--- config.mk ---
export PLATFORM = sky130hd
export DESIGN_NAME = game_state_regs
export DESIGN_NICKNAME = d
export VERILOG_FILES = /design/src/rtl/game_state_regs.sv
export SDC_FILE = /design/constraint.sdc
export NUM_CORES = 1
export LEC_CHECK = 0
export CAP_MARGIN = 20
export CORE_MARGIN = 5
export CORE_UTILIZATION = 47
export DETAILED_ROUTE_END_ITERATION = 7
export PLACE_DENSITY = 0.76
export REMOVE_ABC_BUFFERS = 1
export SLEW_MARGIN = 15
export SYNTH_ARGS = -nofsm -noshare
export SYNTH_HDL_FRONTEND = slang
export SYNTH_SLANG_ARGS = --single-unit
--- constraint.sdc ---
create_clock -name Clk -period 1.8 [get_ports Clk]
set_clock_uncertainty 0.2 [all_clocks]
set_input_delay 0.18 -clock Clk [delete_from_list [all_inputs] [get_ports Clk]]
set_output_delay 0.18 -clock Clk [all_outputs]
set_load 0.03 [all_outputs]
--- src/rtl/game_state_regs.sv ---
// game_state_regs: persistent game state, countdown timer and serial BCD conversion for the HUD.
module game_state_regs #(
  parameter int TIME_LIMIT = 120,
  parameter int TICKS_PER_SEC = 60
) (
  input  logic        Clk,
  input  logic        Reset,
  input  logic        frame_clk,
  input  logic [7:0]  keycode,
  input  logic        restart,
  input  logic        win,
  input  logic        lose,
  input  logic        Load_S,
  input  logic        Load_F,
  input  logic        Load_L,
  input  logic [9:0]  score_to_reg,
  input  logic [3:0]  fruits_to_reg,
  input  logic [7:0]  lives_to_reg,
  output logic [9:0]  score_from_reg,
  output logic [3:0]  fruits_from_reg,
  output logic [1:0]  lives_from_reg,
  output logic [31:0] counter,
  output logic [15:0] score_bcd,
  output logic [11:0] time_bcd,
  output logic        bcd_valid
);
  localparam int PW = $clog2(TICKS_PER_SEC + 1);
  localparam logic [PW-1:0] PMAX = PW'(TICKS_PER_SEC - 1);
  localparam logic [9:0] TL = 10'(TIME_LIMIT);
  typedef enum logic [1:0] {IDLE, S_CONV, T_CONV, DONE} state_t;
  state_t state, state_n;
  logic [2:0] fs;
  logic [PW-1:0] pre;
  logic [9:0] cnt, score_seen, cnt_seen, sbin, tbin;
  logic [15:0] sacc;
  logic [11:0] tacc, tdab;
  logic [3:0] step;
  logic started, tick, run, sec, key_go, dirty;
  logic unused;
  function automatic logic [15:0] dab(input logic [15:0] b);
    for (int i = 0; i < 4; i++) dab[i*4+:4] = b[i*4+:4] >= 4'd5 ? b[i*4+:4] + 4'd3 : b[i*4+:4];
  endfunction
  assign unused = ^lives_to_reg[7:2];
  assign tick = fs[1] & ~fs[2];
  assign run = started & ~win & ~lose;
  assign sec = tick & run & (pre == PMAX);
  assign key_go = keycode == 8'h04 || keycode == 8'h07 || keycode == 8'h16 || keycode == 8'h1A;
  assign counter = {22'd0, cnt};
  assign tdab = 12'(dab({4'd0, tacc}));
  always_ff @(posedge Clk)
    fs <= Reset ? 3'd0 : {fs[1:0], frame_clk};
  always_ff @(posedge Clk) begin
    if (Reset || restart) begin
      score_from_reg <= '0;
      fruits_from_reg <= '0;
      lives_from_reg <= '0;
      cnt <= TL;
      started <= 1'b0;
      pre <= '0;
    end else begin
      if (Load_S) score_from_reg <= score_to_reg;
      if (Load_F) fruits_from_reg <= fruits_to_reg;
      if (Load_L) lives_from_reg <= lives_to_reg[1:0];
      if (key_go) started <= 1'b1;
      pre <= !run ? '0 : tick ? (pre == PMAX ? '0 : pre + PW'(1)) : pre;
      if (sec && cnt != 10'd0) cnt <= cnt - 10'd1;
    end
  end
  // Any change since the last look requests a new conversion; a pending request outranks the IDLE clear.
  always_ff @(posedge Clk) begin
    if (Reset) begin
      dirty <= 1'b1;
      score_seen <= '0;
      cnt_seen <= TL;
    end else begin
      score_seen <= score_from_reg;
      cnt_seen <= cnt;
      dirty <= (score_from_reg != score_seen || cnt != cnt_seen) ? 1'b1 : state == IDLE ? 1'b0 : dirty;
    end
  end
  always_ff @(posedge Clk)
    state <= Reset ? IDLE : state_n;
  always_comb begin
    state_n = state;
    case (state)
      IDLE:    state_n = dirty ? S_CONV : IDLE;
      S_CONV:  state_n = step == 4'd9 ? T_CONV : S_CONV;
      T_CONV:  state_n = step == 4'd9 ? DONE : T_CONV;
      default: state_n = IDLE;
    endcase
  end
  always_ff @(posedge Clk) begin
    if (Reset) begin
      step <= '0;
      sacc <= '0;
      sbin <= '0;
      tacc <= '0;
      tbin <= '0;
      score_bcd <= '0;
      time_bcd <= '0;
      bcd_valid <= 1'b0;
    end else begin
      case (state)
        IDLE: if (dirty) begin
          sbin <= score_from_reg;
          tbin <= cnt;
          sacc <= '0;
          tacc <= '0;
          step <= '0;
        end
        S_CONV: begin
          {sacc, sbin} <= {dab(sacc), sbin} << 1;
          step <= step == 4'd9 ? 4'd0 : step + 4'd1;
        end
        T_CONV: begin
          {tacc, tbin} <= {tdab, tbin} << 1;
          step <= step == 4'd9 ? 4'd0 : step + 4'd1;
        end
        default: begin
          score_bcd <= sacc;
          time_bcd <= tacc;
          bcd_valid <= 1'b1;
        end
      endcase
    end
  end
endmodule

# Yosys cells after proc, flatten, opt, wreduce, memory -nomap -nowiden

Cells that the tools add are included.

Memories: 0
ROM bits: 0
Register bits: 140
Bits in latches: 0
Memory bits (writable): 0

Shifts and indexed selects: 0
Multipliers: 0
Equality and inequality tests: 11
Reduce and logical (&&, ||, !) cells: 18
Divide/modulo/power cells: 0
Bitwise operators: 9
Multiplexer cells: 23
Order comparisons: 7
Add/sub/neg operators: 10

Operators by type and width:

| operator                                                               | number |
|---|---|
| 10-bit case mux with 2 select lines                                    | 2 |
| 16-bit case mux with 2 select lines                                    | 1 |
| 4-bit by 3-bit >= comparator with 1-bit output (second input constant) | 7 |
| 4-bit 2-to-1 mux                                                       | 7 |
| 12-bit case mux with 2 select lines                                    | 1 |
| 4-bit by 2-bit adder with 4-bit output (second input constant)         | 5 |
| 10-bit 2-to-1 mux                                                      | 2 |
| 10-bit != test                                                         | 2 |
| 8-bit by 3-bit equality test with 1-bit output (second input constant) | 2 |
| 8-bit by 5-bit equality test with 1-bit output (second input constant) | 2 |
| 16-bit 2-to-1 mux                                                      | 1 |
| 12-bit 2-to-1 mux                                                      | 1 |
| 10-bit nonzero test                                                    | 1 |
| 10-bit by 1-bit subtractor with 10-bit output (second input constant)  | 1 |
| 4-bit case mux with 2 select lines                                     | 1 |
| 3-bit by 2-bit adder with 3-bit output (second input constant)         | 2 |
| 6-bit by 1-bit adder with 6-bit output (second input constant)         | 1 |
| 6-bit equality test (second input constant)                            | 1 |
| 3-bit 2-to-1 mux                                                       | 2 |
| 6-bit 2-to-1 mux                                                       | 1 |
| 2-bit case mux with 3 select lines                                     | 1 |
| 2-bit AND reduction                                                    | 3 |
| 2-bit nonzero test                                                     | 3 |
| 2-bit OR reduction                                                     | 3 |
| other kinds (13)                                                       | 25 |

# Depth between registers and ports, before layout

Gate-level depths: netlist of run 1.

Depth after elaboration: 6
Mapped depth: 7
Gate-level depth less buffers: 6

# Worst setup path before layout of run 1

OpenSTA, ideal clock, no wires.

Path kind: register to register
Start point: register cnt[1]
End point: register cnt[2]
Period minus slack after synthesis: 2.056 ns
Path buffers: 1
Slack: -0.256 ns
Library setup time: 0.117 ns
Arrival: 1.739 ns
Cell stages (with the launch flop): 8
Cells stage by stage: dfxtp_1 -> buf_2 -> inv_1 -> ha_1 -> nor3b_1 -> nand3_1 -> and2_4 -> a32o_1

Word-level cells in the longest chain between the ends: 2
Elaborated cells between the ends (all ways): 3
Those cells by class: add/sub: 1; reduce/logical: 2

RTL lines:

| item                                                                                  | line | text |
|---|---|---|
| start: declaration                                                                    | 34   | `logic [9:0] cnt, score_seen, cnt_seen, sbin, tbin;` |
| start signal: assignment                                                              | 66   | `if (sec && cnt != 10'd0) cnt <= cnt - 10'd1;` |
| branches (longest 2 deep; another with 10-bit by 1-bit subtractor with 10-bit output) | -    |  |

Several ways; the timed one is not identified.
A chain may end at the register's enable or synchronous reset.

# Worst setup path in the final report of run 1

Start point: register cnt[4]
End point: register cnt[7]

The elaborated chain is that of the path after synthesis.

==> impl_metrics.csv, run 1 <==
group,metric,value,unit
timing,setup_viol,0,
global_route,antenna_found_initial,0,
place,port_buffers,87,
synthesis,synthFlopType,"dfxtp_1",
routing,dr.first_iter.drc_count,209,
clock_tree,numCtsBuffers,17,
floorplan,initial_core_util,47.9,%
min_path,min_path_type,"in -> reg",
timing,rsz0062_at_grt,"yes",
finish,final_layout_size_suffix_gt1_share,18.0,%
worst_setup_path,cp-start-kind,"flip-flop",
floorplan,ioPinCount,116,
worst_setup_path,timing.critical_path.slowest_cell_delay,0.54,ns
floorplan,die_h,126,µm
finish,areaGrowthSynthToFinish,31.7,%
timing,fmax,564,MHz
worst_setup_path,worstPathArrival,1.93,ns
place,dp_cells,939,
clock_tree,root_buffer,"clkbuf_16",
routing,vias,5048,
clock_tree,cts.reportedPaths.clkPinSlew,0.06,ns
finish,utilization,63.1,%
clock_tree,cts_sinks,140,
finish,final_cells,974,
place,place_congestion,0.807,
global_route,grt_pass1_wl,23900,µm
power,power-per-cell-area,937,mW/mm²
place,dp_hpwl,10000,µm
timing,report.final.slew_viol_count,0,
synthesis,synthesis.area,0.00631,mm²
synthesis,synth_top_area_share,44.4,%
finish,antenna_cells,0,
synthesis,synth-edff-count,0,
synthesis,ys_warn_count,0,
floorplan,die_area,0.0159,mm²
global_route,grt_max_degree,30,
synthesis,synth_area_leaders,"dfxtp_1, mux2i_1, nor2_1, ha_1, xnor2_1",
finish,n_fill_cell,1065,
synthesis,ys_seq_area_share,44.4,%
floorplan,die-width,126,µm
clock_tree,htree_levels,4,
worst_setup_path,critPathCaptureType,"flip-flop",
clock_tree,cts_tree,"done",
floorplan,core-area,0.0132,mm²
routing,vias_per_cell,5.18,
synthesis,synth_most_common_cell,"dfxtp_1",
worst_setup_path,crit_required,1.95,ns
routing,drt_first_pass_iters,4,
power,leakage,3.48,nW
global_route,grt_pass1_vias,5141,
global_route,track_usage,18.3,%
clock_tree,clock_path_buffers,2,
clock_tree,insertion_delay,0.42,ns
worst_setup_path,criticalPathCategory,"reg -> reg",
synthesis,synthCells,662,
synthesis,ys_async_sr_fraction,0,%
worst_setup_path,cp_slowest_cell,"or4_4",
routing,wl,14700,µm
worst_setup_path,worstPathCellList,"or3_1 > or4_4 > a21oi_2",
timing,setup_tns,0,ns
finish,nets,847,
timing,period_share,98.6,%
synthesis,syn_area_per_cell,9.54,µm²
routing,ant_nets,0,
synthesis,ys_seq_elements,140,
synthesis,yosys-top-cells-count,"dfxtp_1, nor2_1, mux2i_1",
finish,seqCellArea,0.00281,mm²
job,drv_cap,0,
status,outcome,"finished clean",
finish,reg.largest.list,"sacc (16), score_bcd (16)",
power,peakVddDrop,0.739,mV
finish,multi_input_area,0.00335,mm²
global_route,grt-ovfl-total,0,
routing,drc,0,
routing,wl_per_cell,15.1,µm
synthesis,yosys.area.top_type,"dfxtp_1",
timing,whs,0.140,ns
timing,fin_crit,1.77,ns
synthesis,synth_cell_type_count,50,
timing,hold_viol_final,0,
worst_setup_path,path_max_fanout,7,
floorplan,row_count,42,
[per-layer routing]
metal	up-vias	wire [µm]	GRT usage (%)
met5	-	0	0
met3	18	874	6.35
met1	2397	6130	20.5
li1	2500	-	-
met4	0	187	6.62
met2	133	7480	32.1
[power by group]
group,switching (mW),total [mW],internal [mW]
clock network,1.30,3.78,2.47
logic,0.430,0.773,0.342
registers,0.0580,3.24,3.18
[per-stage QoR]
stage	instance area (µm²)	total power, mW	worst slack (ns)
2_1_floorplan	6070	3.66	-0.561
3_3_place_gp	7540	3.97	-0.0407
3_5_place_dp	7540	4.00	-0.143
4_1_cts	8160	7.79	0.00412
5_1_grt	8320	8.09	-0.0435
6_report	8320	7.79	0.0257
[cells by family (layout without fill, tap and decap cells)]
| logic type | after synthesis | after routing | share of synthesized area (%) |
|---|---|---|---|
| simple gates | 208 | 208 | 17.1 |
| flops | 140 | 140 | 44.4 |
| buf+inv | 79 | 194 | 6.50 |
| compound gates | 98 | 98 | 10.1 |
| xor+xnor | 37 | 37 | 5.13 |
| other cells | 1 | 22 | 0.0594 |
| fa+ha+maj | 23 | 23 | 4.56 |
| mux | 76 | 76 | 12.1 |
[what timing repair did]
action,4_1_cts,5_1_grt
hold endpoints to repair,6,0
resized for setup,68,48
hold buffers,1,0
setup endpoints to repair,91,41
pin swaps,0,3
buffers inserted,0,1
gates cloned,0,1
[cells in the final DEF (no fill, tap or decap), types with 6 or more instances in the layout]
cell,n
nand2b_1,8
a211oi_2,7
nand4_1,10
o21ai_0,16
conb_1,22
ha_1,18
nor2_1,75
xor2_1,13
clkdlybuf4s50_1,31
inv_1,19
a21oi_1,24
clkinv_2,8
mux2i_1,74
buf_4,46
nor3b_1,9
a211oi_1,13
a22o_1,15
or3_1,9
nand3_1,15
nor2b_1,19
dfxtp_2,6
xnor2_1,24
nor2_2,8
dfxtp_1,134
nand2_1,20
dlygate4sd2_1,53
clkbuf_16,17
a21oi_2,6
[layout make-up]
type                            count  area share, %
Clock inverter                     14           2.39
Clock buffer                       18           5.28
Sequential cell                   140           33.8
Inverter                           23           1.04
Timing Repair Buffer              139           14.6
Tap cell                          176           2.65
Multi-Input combinational cell    464           40.3
[critical path: cells and delay by family, from the launching register on]
kind	cells	cell delay [ns]
and+or+nand+nor	2	0.99
AOI/OAI and AO/OA	1	0.13
DFF	1	0.39
[worst paths after layout]
kind / from / to / slack, ns / cells after the start
max: cnt[4]$_SDFFE_PP1P_ / cnt[7]$_SDFFE_PP0P_ / 0.03 / 3
min: frame_clk / fs[0]$_SDFF_PP0_ / 0.14 / 2
max reg2reg: cnt[4]$_SDFFE_PP1P_ / cnt[7]$_SDFFE_PP0P_ / 0.03 / 3
min reg2reg: fs[0]$_SDFF_PP0_ / fs[1]$_SDFF_PP0_ / 0.25 / 1
No activity file was read; power rests on OpenSTA's default activity.
==> run 2, diff against run 1 <==
--- a/config.mk
+++ b/config.mk
@@ -8,6 +8,7 @@
 export CAP_MARGIN = 20
 export CORE_MARGIN = 5
 export CORE_UTILIZATION = 47
+export CTS_CLUSTER_SIZE = 12
 export DETAILED_ROUTE_END_ITERATION = 7
 export PLACE_DENSITY = 0.76
 export REMOVE_ABC_BUFFERS = 1
==> results of run 2 <==
The final DEF is identical to that of run 1; final timing and power are the same.
==> run 3, diff against run 2 <==
--- a/config.mk
+++ b/config.mk
@@ -12,6 +12,8 @@
 export DETAILED_ROUTE_END_ITERATION = 7
 export PLACE_DENSITY = 0.76
 export REMOVE_ABC_BUFFERS = 1
+export SKIP_CTS_REPAIR_TIMING = 1
+export SKIP_LAST_GASP = 1
 export SLEW_MARGIN = 15
 export SYNTH_ARGS = -nofsm -noshare
 export SYNTH_HDL_FRONTEND = slang
==> run 3 against run 2 <==
The run now ends with negative setup slack left. Sequential power about the same. Fmax decreased by 1.7%. Routed wire length rose by 2.9%. Global-route usage down 0.13 points. Via count increased by 1.2%. Combinational power is 4.9% higher. Utilization up 2.0 points. Worst setup slack worse by 0.031 ns. Register-to-register slack worse by 0.03 ns. Flip-flop and latch count unchanged. Power rose by 0.52%. Cell area is 3.2% higher. Critical path type unchanged. Largest cell class unchanged.
==> impl_metrics.csv, run 3 (synthesis results as in run 1) <==
group,metric,value,unit
status,violations,"negative setup slack",
worst_setup_path,path_depth,7,
floorplan,core-area,0.0132,mm²
global_route,track_usage,18.1,%
timing,rsz0062_at_grt,"yes",
worst_setup_path,worstPathArrival,1.95,ns
global_route,grt_max_degree,30,
floorplan,die_h,126,µm
floorplan,die-width,126,µm
worst_setup_path,cp-start-kind,"flip-flop",
worst_setup_path,critPathBufInv,2,
timing,setup_viol,2,
worst_setup_path,timing.critical_path.slowest_cell_delay,0.38,ns
status,outcome,"finished, violations left",
clock_tree,insertion_delay,0.42,ns
worst_setup_path,worstPathCellList,"inv_2 > ha_4 > buf_4 > mux2_4 > nand2_1 > or3_1 > a21oi_1",
finish,layout_common_cells,"dfxtp_1, nor2_1, mux2i_1, dlymetal6s2s_1, buf_4",
worst_setup_path,crit_path_start,"state[0]$_SDFF_PP0_",
clock_tree,cts_tree,"done",
routing,drt_first_pass_iters,4,
timing,whs,0.140,ns
power,peakVddDrop,0.738,mV
power,leakage,4.19,nW
worst_setup_path,critPathTopFamily,"simple AND/OR/NAND/NOR gates",
power,switchingPower,1.81,mW
global_route,grt-ovfl-total,0,
global_route,antenna_found_initial,0,
floorplan,die_area,0.0159,mm²
clock_tree,cts_sinks,140,
finish,nets,851,
timing,hold_viol_final,0,
floorplan,ioPinCount,116,
floorplan,initial_core_util,47.9,%
timing,setup_tns,-0.00815,ns
floorplan,row_count,42,
power,comb_power_share,10.4,%
worst_setup_path,r2r-start,"state[0]$_SDFF_PP0_",
worst_setup_path,crit_required,1.95,ns
power,power-per-cell-area,912,mW/mm²
timing,setup_ws,-0.00510,ns
routing,wl,15100,µm
worst_setup_path,rr_worst_depth,7,
power,sw_frac_of_total,23.1,%
timing,fmax,554,MHz
worst_setup_path,critPathCaptureType,"flip-flop",
place,dp_hpwl,10000,µm
timing,period_share,100,%
power,power_frac_seq,41.4,%
routing,vias_per_cell,5.22,
finish,reg.largest.list,"sacc (16), score_bcd (16)",
routing,drc,0,
finish,final_layout_size_suffix_gt1_share,18.6,%
worst_setup_path,cp-endpoint,"tacc[8]$_SDFFE_PP0P_",
finish,antenna_cells,0,
routing,wl_per_cell,15.4,µm
routing,vias,5108,
worst_setup_path,path_max_fanout,4,
routing,ant_nets,0,
routing,dr.first_iter.drc_count,241,
global_route,grt_pass1_vias,5096,
clock_tree,htree_levels,4,
clock_tree,cts.reportedPaths.clkPinSlew,0.06,ns
finish,n_fill_cell,1002,
finish,areaGrowthSynthToFinish,35.9,%
finish,final_common_cell,"dfxtp_1",
global_route,grt_pass1_wl,23700,µm
clock_tree,clock_path_buffers,2,
finish,final_cells,978,
timing,fin_crit,1.81,ns
clock_tree,numCtsBuffers,17,
worst_setup_path,criticalPathCategory,"reg -> reg",
worst_setup_path,reg2reg_slack,-0.005,ns
place,port_buffers,87,
min_path,min_path_type,"in -> reg",
finish,utilization,65.1,%
place,place_congestion,0.807,
timing,report.final.slew_viol_count,0,
place,dp_cells,939,
power,p_clk_share,48.3,%
job,drv_cap,0,
clock_tree,root_buffer,"clkbuf_16",
worst_setup_path,r2r_end,"tacc[8]$_SDFFE_PP0P_",
worst_setup_path,cp_slowest_cell,"or3_1",
power,p_int,6.02,mW
==> run 3: cell count changes in the layout (fill, tap and decap cells not counted), sizes merged <==
cell	before	now
dlymetal6s2s	0	55
buf	52	55
clkbuf	19	18
dlygate4sd2	53	0
==> run 3: layout make-up <==
| class | instances | area, µm² | share of cell area (%) |
|---|---|---|---|
| repair buffers | 143 | 1470 | 17.1 |
| flip-flops and latches | 140 | 2810 | 32.7 |
| inverters | 23 | 86.3 | 1.01 |
| well taps | 176 | 220 | 2.57 |
| multi-input cells | 464 | 3360 | 39.2 |
| clock inverters | 14 | 199 | 2.32 |
| clock buffers | 18 | 439 | 5.12 |
==> run 3: worst min-delay path by stage <==
stage | start | to | slack, ns | cells past startpoint
after detailed placement | fs[0]$_SDFF_PP0_ | fs[1]$_SDFF_PP0_ | 0.24 | 1
after floorplan | Reset | cnt_seen[0]$_SDFF_PP0_ | 0.05 | 1
after global routing | frame_clk | fs[0]$_SDFF_PP0_ | 0.14 | 2
after global placement | fs[0]$_SDFF_PP0_ | fs[1]$_SDFF_PP0_ | 0.23 | 1
final | frame_clk | fs[0]$_SDFF_PP0_ | 0.14 | 2
after CTS | Reset | time_bcd[1]$_SDFFE_PP0N_ | -0.03 | 2
==> run 3: power by group through the flow <==
stage	clock [mW]	sequential, mW	combinational (mW)
final	3.78	3.24	0.811
after global routing	4.01	3.25	0.871
after CTS	3.84	3.23	0.705
after detailed placement	0	3.30	0.697
after global placement	0	3.29	0.676
after floorplan	0	3.31	0.352
==> run 3: stage by stage <==
stage | total power, mW | setup WS, ns | area, µm²
2_1_floorplan | 3.66 | -0.561 | 6070
3_3_place_gp | 3.97 | -0.0407 | 7540
3_5_place_dp | 4.00 | -0.143 | 7540
4_1_cts | 7.78 | -0.338 | 8180
5_1_grt | 8.13 | -0.0852 | 8580
6_report | 7.83 | -0.00510 | 8580
==> run 3: routing by layer <==
layer / share of wire, % / track usage (%)
met5: 0 / 0
met4: 1.1 / 6.44
met3: 5.6 / 6.44
met1: 42 / 20.5
met2: 51 / 31.7
